[config.mk]
export PLATFORM = sky130hd
export DESIGN_NAME = din_pattern_gen
export DESIGN_NICKNAME = d
export VERILOG_FILES = /design/src/rtl/din_pattern_pkg.sv /design/src/rtl/lane_stepper.sv /design/src/rtl/din_pattern_gen.sv
export SDC_FILE = /design/constraint.sdc
export NUM_CORES = 1
export LEC_CHECK = 0
export CAP_MARGIN = 5
export CORE_ASPECT_RATIO = 1.25
export CORE_MARGIN = 3
export CORE_UTILIZATION = 50
export CTS_BUF_LIST = sky130_fd_sc_hd__clkbuf_4
export CTS_CLUSTER_SIZE = 10
export DETAILED_ROUTE_END_ITERATION = 7
export PLACE_DENSITY = 0.9
export SKIP_CTS_REPAIR_TIMING = 1
export SYNTH_ARGS = -nofsm -noshare
export SYNTH_HDL_FRONTEND = slang
export SYNTH_SLANG_ARGS = --single-unit
[constraint.sdc]
create_clock -name clk -period 3.1 [get_ports clk]
set_input_delay 0.62 -clock clk [delete_from_list [all_inputs] [get_ports clk]]
set_output_delay 0.62 -clock clk [all_outputs]
set_load 0.01 [all_outputs]
[src/rtl/din_pattern_pkg.sv]
// Shared types for the pattern generator: pattern modes, FSM states and LFSR taps.
package din_pattern_pkg;

    typedef enum logic [1:0] {
        MODE_INC  = 2'b00,
        MODE_DEC  = 2'b01,
        MODE_LFSR = 2'b10,
        MODE_WALK = 2'b11
    } mode_e;

    typedef enum logic [1:0] {
        S_IDLE = 2'b00,
        S_RUN  = 2'b01,
        S_DONE = 2'b10
    } state_e;

    // Feedback mask for x^3 + x^2 + 1: XOR of bits 2 and 1 shifts into bit 0.
    localparam logic [2:0] LFSR_TAPS = 3'b110;

endpackage

[src/rtl/lane_stepper.sv]
// One data lane's next-value and seed-load logic; dir_i=1 mirrors the counting direction.
module lane_stepper
    import din_pattern_pkg::*;
#(
    parameter int LANE_W = 3
) (
    input  mode_e             mode_i,
    input  logic              dir_i,
    input  logic [LANE_W-1:0] cur_i,
    input  logic [LANE_W-1:0] seed_i,
    output logic [LANE_W-1:0] next_o,
    output logic [LANE_W-1:0] load_o
);

    localparam logic [LANE_W-1:0] TAPS = LANE_W'(LFSR_TAPS);
    localparam logic [LANE_W-1:0] ONE  = LANE_W'(1);

    logic [LANE_W-1:0] plus1;
    logic [LANE_W-1:0] minus1;

    assign plus1  = cur_i + ONE;
    assign minus1 = cur_i - ONE;

    always_comb begin
        next_o = cur_i;
        case (mode_i)
            MODE_INC:  next_o = dir_i ? minus1 : plus1;
            MODE_DEC:  next_o = dir_i ? plus1 : minus1;
            MODE_LFSR: next_o = {cur_i[LANE_W-2:0], ^(cur_i & TAPS)};
            MODE_WALK: next_o = {cur_i[LANE_W-2:0], cur_i[LANE_W-1]};
            default:   next_o = cur_i;
        endcase
    end

    // LFSR and walking-one would lock up on an all-zero lane.
    assign load_o = ((mode_i == MODE_LFSR || mode_i == MODE_WALK) && seed_i == '0) ? ONE : seed_i;

endmodule

[src/rtl/din_pattern_gen.sv]
// Burst pattern generator: two registered lanes stepped per accepted beat under valid/ready.
// state  | meaning
// S_IDLE | waiting for start; beat_cnt holds the last burst's count
// S_RUN  | presenting beats, valid=1, busy=1
// S_DONE | one-cycle done pulse, then back to S_IDLE
module din_pattern_gen
    import din_pattern_pkg::*;
#(
    parameter int LANE_W = 3,
    parameter int LEN_W  = 4
) (
    input  logic              clk,
    input  logic              reset,
    input  logic              start,
    input  logic              abort,
    input  logic [1:0]        mode,
    input  logic [LANE_W-1:0] seed1,
    input  logic [LANE_W-1:0] seed2,
    input  logic [LEN_W-1:0]  burst_len,
    input  logic              ready,
    output logic [LANE_W-1:0] din1,
    output logic [LANE_W-1:0] din2,
    output logic              valid,
    output logic              busy,
    output logic              done,
    output logic [LEN_W-1:0]  beat_cnt
);

    state_e            state_q, state_d;
    mode_e             mode_q, mode_d, mode_sel;
    logic [LEN_W-1:0]  len_q, len_d;
    logic [LEN_W-1:0]  cnt_q, cnt_d;
    logic [LANE_W-1:0] din1_q, din1_d, din2_q, din2_d;
    logic [LANE_W-1:0] next1, next2, load1, load2;
    logic [LEN_W:0]    cnt_inc, len_full;
    logic              last_beat;

    // While idle the steppers see the incoming mode so seeds are conditioned on load.
    assign mode_sel = (state_q == S_IDLE) ? mode_e'(mode) : mode_q;

    lane_stepper #(.LANE_W(LANE_W)) u_lane1 (
        .mode_i (mode_sel),
        .dir_i  (1'b0),
        .cur_i  (din1_q),
        .seed_i (seed1),
        .next_o (next1),
        .load_o (load1)
    );

    lane_stepper #(.LANE_W(LANE_W)) u_lane2 (
        .mode_i (mode_sel),
        .dir_i  (1'b1),
        .cur_i  (din2_q),
        .seed_i (seed2),
        .next_o (next2),
        .load_o (load2)
    );

    assign cnt_inc   = {1'b0, cnt_q} + {{LEN_W{1'b0}}, 1'b1};
    assign len_full  = (len_q == '0) ? {1'b1, {LEN_W{1'b0}}} : {1'b0, len_q};
    assign last_beat = (cnt_inc == len_full);

    always_comb begin
        state_d = state_q;
        mode_d  = mode_q;
        len_d   = len_q;
        cnt_d   = cnt_q;
        din1_d  = din1_q;
        din2_d  = din2_q;
        case (state_q)
            S_IDLE: begin
                if (start) begin
                    state_d = S_RUN;
                    mode_d  = mode_e'(mode);
                    len_d   = burst_len;
                    cnt_d   = '0;
                    din1_d  = load1;
                    din2_d  = load2;
                end
            end
            S_RUN: begin
                if (abort) begin
                    state_d = S_IDLE;
                end else if (ready) begin
                    cnt_d = cnt_inc[LEN_W-1:0];
                    if (last_beat) begin
                        state_d = S_DONE;
                    end else begin
                        din1_d = next1;
                        din2_d = next2;
                    end
                end
            end
            S_DONE:  state_d = S_IDLE;
            default: state_d = S_IDLE;
        endcase
    end

    always_ff @(posedge clk) begin
        if (reset) begin
            state_q <= S_IDLE;
            mode_q  <= MODE_INC;
            len_q   <= '0;
            cnt_q   <= '0;
            din1_q  <= '0;
            din2_q  <= '0;
        end else begin
            state_q <= state_d;
            mode_q  <= mode_d;
            len_q   <= len_d;
            cnt_q   <= cnt_d;
            din1_q  <= din1_d;
            din2_q  <= din2_d;
        end
    end

    assign din1     = din1_q;
    assign din2     = din2_q;
    assign valid    = (state_q == S_RUN);
    assign busy     = (state_q == S_RUN);
    assign done     = (state_q == S_DONE);
    assign beat_cnt = cnt_q;

endmodule

== Yosys cells after proc, flatten, opt, wreduce, memory -nomap -nowiden ==
Cells that the tools add are included.
Storage, ports and cells
  register bits: 18
  input port bits: 17
Operators by class
  reductions and logical operators: 15
  mux-type cells: 25
  eq/ne operators: 12
  $add $sub $neg: 5
Operators by type and width (number)
  $mux W3: 10
  $pmux W3 S4: 2
  $mux W4: 3
  $pmux W3 S2: 2
  $mux W2: 5
  $ne A2 B2 Y1 const B: 4
  $pmux W4 S2: 1
  $add A3 B1 Y3 const B: 2
  $eq A2 B2 Y1 const B: 3
  $logic_not A3 Y1: 2
  $reduce_xor A3 Y1: 2
  $sub A3 B1 Y3 const B: 2
  $add A4 B1 Y5 const B: 1
  $eq A5 B5 Y1: 1
  $mux W5: 1
  $reduce_and A5 Y1: 1
  $eq A2 B1 Y1 const B: 2
  $logic_not A2 Y1: 2
  $logic_not A4 Y1: 1
  $pmux W2 S2: 1
  $reduce_and A4 Y1: 1
  $ne A3 B2 Y1 const B: 1
  $ne A3 B3 Y1 const B: 1
  $reduce_and A3 Y1: 1
  other kinds (4): 5

== Logic depth before layout (Yosys ltp) ==
  depth after elaboration: 8
  depth in mapped cells: 8

== Modules after synthesis ==
A second synthesis with hierarchy kept.
Unflattened totals
  cell total of the unflattened synthesis: 158
  area total of the unflattened synthesis: 1307.5 sq um
By module, submodules not included
  din_pattern_gen: instances 1, area an instance 987.2 sq um, cells each 110, seq. area each 360.3 sq um
  lane_stepper: instances 2, area an instance 160.2 sq um, cells each 24, seq. area each 0.0 sq um

== Least setup slack after synthesis ==
No wires, ideal clock.
  kind: flip-flop to flip-flop
  start: register state_q[1]
  end: register din1_q[1] (netlist: din1[1])
  setup slack: 876 ps
  buffers on the path: 0
  stages on the path, launching flop included: 9
  clock period less this slack: 2224 ps
  arrival: 2100 ps
  library setup time: 124 ps
  cell sequence: dfxtp_1 -> nor2_1 -> mux2i_2 -> nand2b_1 -> fa_1 -> nor2_1 -> a221oi_1 -> o211a_1 -> a211oi_2
On the way
  cells in the longest elaborated chain, start to end: 8
RTL lines
  start: declaration: line din_pattern_gen.sv:29  | state_e state_q, state_d;
  start signal: assignment: line din_pattern_gen.sv:108  | state_q <= state_d;
  $logic_not A2 Y1: line din_pattern_gen.sv:39, din_pattern_gen.sv:70
  $mux W2: line din_pattern_gen.sv:39  | assign mode_sel = (state_q == S_IDLE) ? mode_e'(mode) : mode_q;
  $eq A2 B2 Y1, or another cell as far along: line lane_stepper.sv:26, lane_stepper.sv:36
  $pmux W3 S4 / $logic_or A1 B1 Y1 (equally long branches): line lane_stepper.sv:26, lane_stepper.sv:36
  $mux W3 / $logic_and A1 B1 Y1 (equally long branches): line din_pattern_gen.sv:86, lane_stepper.sv:36
  $mux W3, on equally long branches: line din_pattern_gen.sv:84, lane_stepper.sv:36
  $mux W3, on equally long branches: line din_pattern_gen.sv:82, din_pattern_gen.sv:72
  $pmux W3 S2: line din_pattern_gen.sv:70  | case (state_q)
  end signal: assignment: line din_pattern_gen.sv:112  | din1_q <= din1_d;
  end: declaration: line din_pattern_gen.sv:33  | logic [LANE_W-1:0] din1_q, din1_d, din2_q, din2_d;
Several ways; a longest one is shown, not always the timed one. The select of a mux whose other input is x is not followed.
A chain may end at the register's enable or synchronous reset.

== Worst setup path after layout ==
  start: register state_q[1]
  end: output port busy
On the way
  cells in the longest elaborated chain, start to end: 1
RTL lines
  $eq A2 B1 Y1: line din_pattern_gen.sv:120  | assign busy = (state_q == S_RUN);
  end: declaration: line din_pattern_gen.sv:24  | output logic busy,
Every way passes these cells.

==> impl_results.html <==
<table>
<tr><th>Metric</th><th>Value</th></tr>
<tr><th colspan="2">Status</th></tr>
<tr><td>Result of the run</td><td>completed</td></tr>
<tr><th colspan="2">Routing</th></tr>
<tr><td>Number of remaining DRC errors</td><td>0</td></tr>
<tr><td>Aggregate routed wire length</td><td>2830 um</td></tr>
<tr><td>Antenna-violating nets left</td><td>0</td></tr>
<tr><td>Wire length per cell after detailed routing</td><td>14.37 um</td></tr>
<tr><td>Number of DRC markers after the initial detailed-route iteration</td><td>39</td></tr>
<tr><td>Ratio of routed vias to standard cells</td><td>5.746</td></tr>
<tr><td>Detailed-routing iteration count for the pre-antenna-repair pass</td><td>4</td></tr>
<tr><td>Via count</td><td>1,132</td></tr>
<tr><th colspan="2">Layout</th></tr>
<tr><td>Leading cell type in the layout, fill and taps excluded</td><td>sky130_fd_sc_hd__clkdlybuf4s50_1</td></tr>
<tr><td>Growth of design area from synthesis to finish</td><td>29.48%</td></tr>
<tr><td>Layout cells sized above 1</td><td>0.08383</td></tr>
<tr><td>Diodes inserted</td><td>0</td></tr>
<tr><td>Most frequent cells in the layout</td><td>sky130_fd_sc_hd__clkdlybuf4s50_1, sky130_fd_sc_hd__nand2_1, sky130_fd_sc_hd__dfxtp_1</td></tr>
<tr><td>Filler instances</td><td>176</td></tr>
<tr><td>Fin nets</td><td>189</td></tr>
<tr><th colspan="2">Placed design</th></tr>
<tr><td>Final RePlAce weighted congestion</td><td>0.8601</td></tr>
<tr><td>Final HPWL DP</td><td>2120 um</td></tr>
<tr><td>Number of port buffers</td><td>29</td></tr>
<tr><td>Worst slack, placed</td><td>0.4463 ns</td></tr>
<tr><th colspan="2">Pwr</th></tr>
<tr><td>Total power of the final layout</td><td>0.0005549 W</td></tr>
<tr><td>Reported leakage power</td><td>0.5711 nW</td></tr>
<tr><td>Total power divided by cell area</td><td>369.9 mW/mm2</td></tr>
<tr><td>IR drop worst, VDD</td><td>0.0003140 V</td></tr>
<tr><th colspan="2">Hold path</th></tr>
<tr><td>Path category of the worst min-delay check</td><td>flip-flop to flip-flop</td></tr>
<tr><td>Worst hold path stage count</td><td>2</td></tr>
<tr><th colspan="2">Yosys</th></tr>
<tr><td>Synthesized-area fraction occupied by and/or/nand/nor cells</td><td>0.2484</td></tr>
<tr><td>Mapped Avg Cell Area</td><td>8.335 um2</td></tr>
<tr><td>Post-synthesis cell type count</td><td>42</td></tr>
<tr><td>Xor-xnor portion of the synthesized cell area</td><td>0.09827</td></tr>
<tr><td>Post-synthesis instance area</td><td>0.001159 mm2</td></tr>
<tr><td>Proportion of synthesized area in mux cells</td><td>0.05076</td></tr>
<tr><td>Fraction of the yosys area taken by sequential cells</td><td>0.3110</td></tr>
<tr><td>Proportion of synthesized flip-flops having asynchronous set or reset</td><td>0</td></tr>
<tr><td>Combinational family with the most area after synthesis</td><td>simple AND/OR/NAND/NOR gates</td></tr>
<tr><td>Compound-gate portion of the synthesized area</td><td>0.2063</td></tr>
<tr><td>Number of synthesized register bits</td><td>18</td></tr>
<tr><td>Number of instances in the synthesized netlist</td><td>139</td></tr>
<tr><td>Number of flops mapped to enable cells by yosys</td><td>0</td></tr>
<tr><td>Syn_nets</td><td>159</td></tr>
<tr><td>Synth Warn #</td><td>0</td></tr>
<tr><td>Flip-flop cell with the highest count after synthesis</td><td>sky130_fd_sc_hd__dfxtp_1</td></tr>
<tr><td>Share of synthesized cell area in full adder, half adder and majority cells</td><td>0.04536</td></tr>
<tr><th colspan="2">Worst setup path</th></tr>
<tr><td>Worst path top cell family by delay</td><td>buffers and inverters</td></tr>
<tr><td>Maximum net fanout on the critical path</td><td>13</td></tr>
<tr><td>Startpoint types</td><td>flip-flop</td></tr>
<tr><td>Critical Path End Type</td><td>output pin</td></tr>
<tr><td>Buf/Inv on CP</td><td>2</td></tr>
<tr><td>Crit Path Class</td><td>flip-flop to output pin</td></tr>
<tr><td>Number of gates on the worst path with buffers counted</td><td>3</td></tr>
<tr><td>Standard cell with the maximum stage delay on the critical path</td><td>sky130_fd_sc_hd__clkdlybuf4s50_1</td></tr>
<tr><td>Delay of the slowest cell on the worst path</td><td>0.62 ns</td></tr>
<tr><td>Depth of the worst register-to-register path</td><td>8</td></tr>
<tr><td>Critical path required time</td><td>2.48 ns</td></tr>
<tr><td>Arrival time of the worst setup path</td><td>2.07 ns</td></tr>
<tr><td>Sequence of cells on the critical path</td><td>nand2b_1 -&gt; inv_1 -&gt; clkdlybuf4s50_1</td></tr>
<tr><th colspan="2">STA</th></tr>
<tr><td>Final total negative setup slack</td><td>0 ns</td></tr>
<tr><td>Final slew viol count</td><td>0</td></tr>
<tr><td>RSZ-0062 raised after global routing</td><td>false</td></tr>
<tr><td>Crit share post-route</td><td>0.8670</td></tr>
<tr><td>Actual transition at the worst max-transition pin</td><td>0.4727 ns</td></tr>
<tr><td>Relative slew margins</td><td>0.6849</td></tr>
<tr><td>Final critical delay including setup and external delays</td><td>2.688 ns</td></tr>
<tr><td>Number of failing hold endpoints at the final stage</td><td>0</td></tr>
<tr><td>Clk_skew</td><td>0.0007015 ns</td></tr>
<tr><td>Minimum setup slack in the final design</td><td>0.4123 ns</td></tr>
<tr><td>Highest attainable clock frequency</td><td>372.1 MHz</td></tr>
<tr><td>Final count of negative-setup-slack endpoints</td><td>0</td></tr>
<tr><td>Final hold slack</td><td>0.5094 ns</td></tr>
<tr><th colspan="2">GRT</th></tr>
<tr><td>Wire length of the first global-routing pass</td><td>4912 um</td></tr>
<tr><td>GRT Resource Usage Total</td><td>0.2151</td></tr>
<tr><td>Via count of the first global-routing pass</td><td>1,093</td></tr>
<tr><td>Maximum number of pins on one net before global-route repair</td><td>16</td></tr>
<tr><td>Total grt overflow</td><td>0</td></tr>
<tr><td>Antenna violations before repair</td><td>0</td></tr>
<tr><th colspan="2">Clock tree</th></tr>
<tr><td>Number of clock sinks</td><td>18</td></tr>
<tr><td>Clock Path Buffers</td><td>2</td></tr>
<tr><td>Clock tree from TritonCTS</td><td>built</td></tr>
<tr><td>Clk_lat worst skew</td><td>0.29 ns</td></tr>
<tr><td>Clock buffer count from CTS</td><td>3</td></tr>
<tr><td>Clock Pin Slew Worst Setup and Hold Paths</td><td>0.10 ns</td></tr>
<tr><td>CTS H-Tree Depth</td><td>1</td></tr>
<tr><td>Clk root buf</td><td>sky130_fd_sc_hd__clkbuf_4</td></tr>
<tr><th colspan="2">Die</th></tr>
<tr><td>I/O pin count</td><td>30</td></tr>
<tr><td>Die area</td><td>0.002934 mm2</td></tr>
<tr><td>Row Count</td><td>18</td></tr>
<tr><td>Area of the core region</td><td>0.002095 mm2</td></tr>
<tr><td>Die Span Y</td><td>59.82 um</td></tr>
<tr><td>Effective utilization at floorplan</td><td>0.5532</td></tr>
<tr><td>X dimension of the die</td><td>49.06 um</td></tr>
<tr><th colspan="2">Run</th></tr>
<tr><td>Number of max-capacitance violations reported</td><td>0</td></tr>
</table>
synth_stat cells, types with 2 or more instances:
master,number,share of area
sky130_fd_sc_hd__inv_1,4,0.013
sky130_fd_sc_hd__a31oi_1,2,0.011
sky130_fd_sc_hd__nor2b_1,3,0.016
sky130_fd_sc_hd__o21ai_0,5,0.022
sky130_fd_sc_hd__xnor2_1,10,0.076
sky130_fd_sc_hd__dfxtp_1,18,0.31
sky130_fd_sc_hd__nand2_1,23,0.075
sky130_fd_sc_hd__o211ai_1,2,0.013
sky130_fd_sc_hd__fa_1,2,0.035
sky130_fd_sc_hd__nor2_1,12,0.039
sky130_fd_sc_hd__nand2b_1,2,0.011
sky130_fd_sc_hd__o31ai_1,3,0.019
sky130_fd_sc_hd__and2_1,2,0.011
sky130_fd_sc_hd__nand3_1,2,0.0086
sky130_fd_sc_hd__a21oi_1,12,0.052
sky130_fd_sc_hd__clkbuf_1,5,0.016
sky130_fd_sc_hd__xor2_1,3,0.023
sky130_fd_sc_hd__a211oi_1,2,0.013
sky130_fd_sc_hd__mux2i_1,3,0.026
sky130_fd_sc_hd__o2111ai_1,2,0.015
per-stage QoR:
step                        util  instance area, um2  std cells
final                     0.7162                1500        197
after CTS                 0.7162                1500        197
after floorplan                -                1159        139
after detailed placement  0.7055                1478        194
after global routing      0.7162                1500        197
after global placement    0.7055                1478        194
worst paths after layout:
path | start | endpoint | slack (ns)
worst min register to register | mode_q[0] | mode_q[0] | 0.51
worst max-delay path | state_q[1] | busy | 0.41
worst max register to register | state_q[1] | din1[1] | 0.76
worst min-delay path | mode_q[0] | mode_q[0] | 0.51
power breakdown:
part	leakage (nW)	internal [W]	switching, W
Combinational	0.410	0.0000907	0.0000842
Sequential	0.147	0.000245	0.0000185
Clock	0.0138	0.0000452	0.0000710
metal layers:
layer | global-route usage | wire [um] | part of all wire | up-vias
met5 | 0 | 0 | 0 | -
met4 | 0.1179 | 74 | 0.026 | 0
met3 | 0.04239 | 168 | 0.059 | 11
met2 | 0.3476 | 1316 | 0.47 | 45
met1 | 0.2711 | 1270 | 0.45 | 532
li1 | - | - | - | 544
logic make-up (layout without fill, tap and decap cells):
logic type	after synthesis	in the layout
AOI/OAI and AO/OA	35	35
xor gates and xnor gates	13	13
adders and majority gates	3	3
buffers and inverters	11	39
DFF	18	18
muxes	5	5
and+or+nand+nor	54	54
registers in the layout, indices dropped and copies added (netlist names):
| signal | cells |
|---|---|
| beat_cnt | 4 |
| state_q | 2 |
| din2 | 3 |
| din1 | 3 |
| len_q | 4 |
| mode_q | 2 |
final cells by class:
type	count	area, um2	area share
multi-input cells	110	752.0	0.5013
flip-flops and latches	18	360.3	0.2402
repair buffers	32	312.8	0.2085
well taps	30	37.54	0.02502
clock buffers	3	22.52	0.01501
inverters	4	15.01	0.01001
worst reg2reg max path: stages (launching register included):
cell and delay [ns]:
sky130_fd_sc_hd__dfxtp_1 0.35, sky130_fd_sc_hd__nor2_1 0.31, sky130_fd_sc_hd__mux2i_1 0.40, sky130_fd_sc_hd__nand2b_1 0.23, sky130_fd_sc_hd__fa_1 0.43, sky130_fd_sc_hd__nor2_1 0.12
sky130_fd_sc_hd__a221oi_1 0.10, sky130_fd_sc_hd__o211a_1 0.14, sky130_fd_sc_hd__a211oi_2 0.18
No activity file was read; power rests on OpenSTA's default activity.
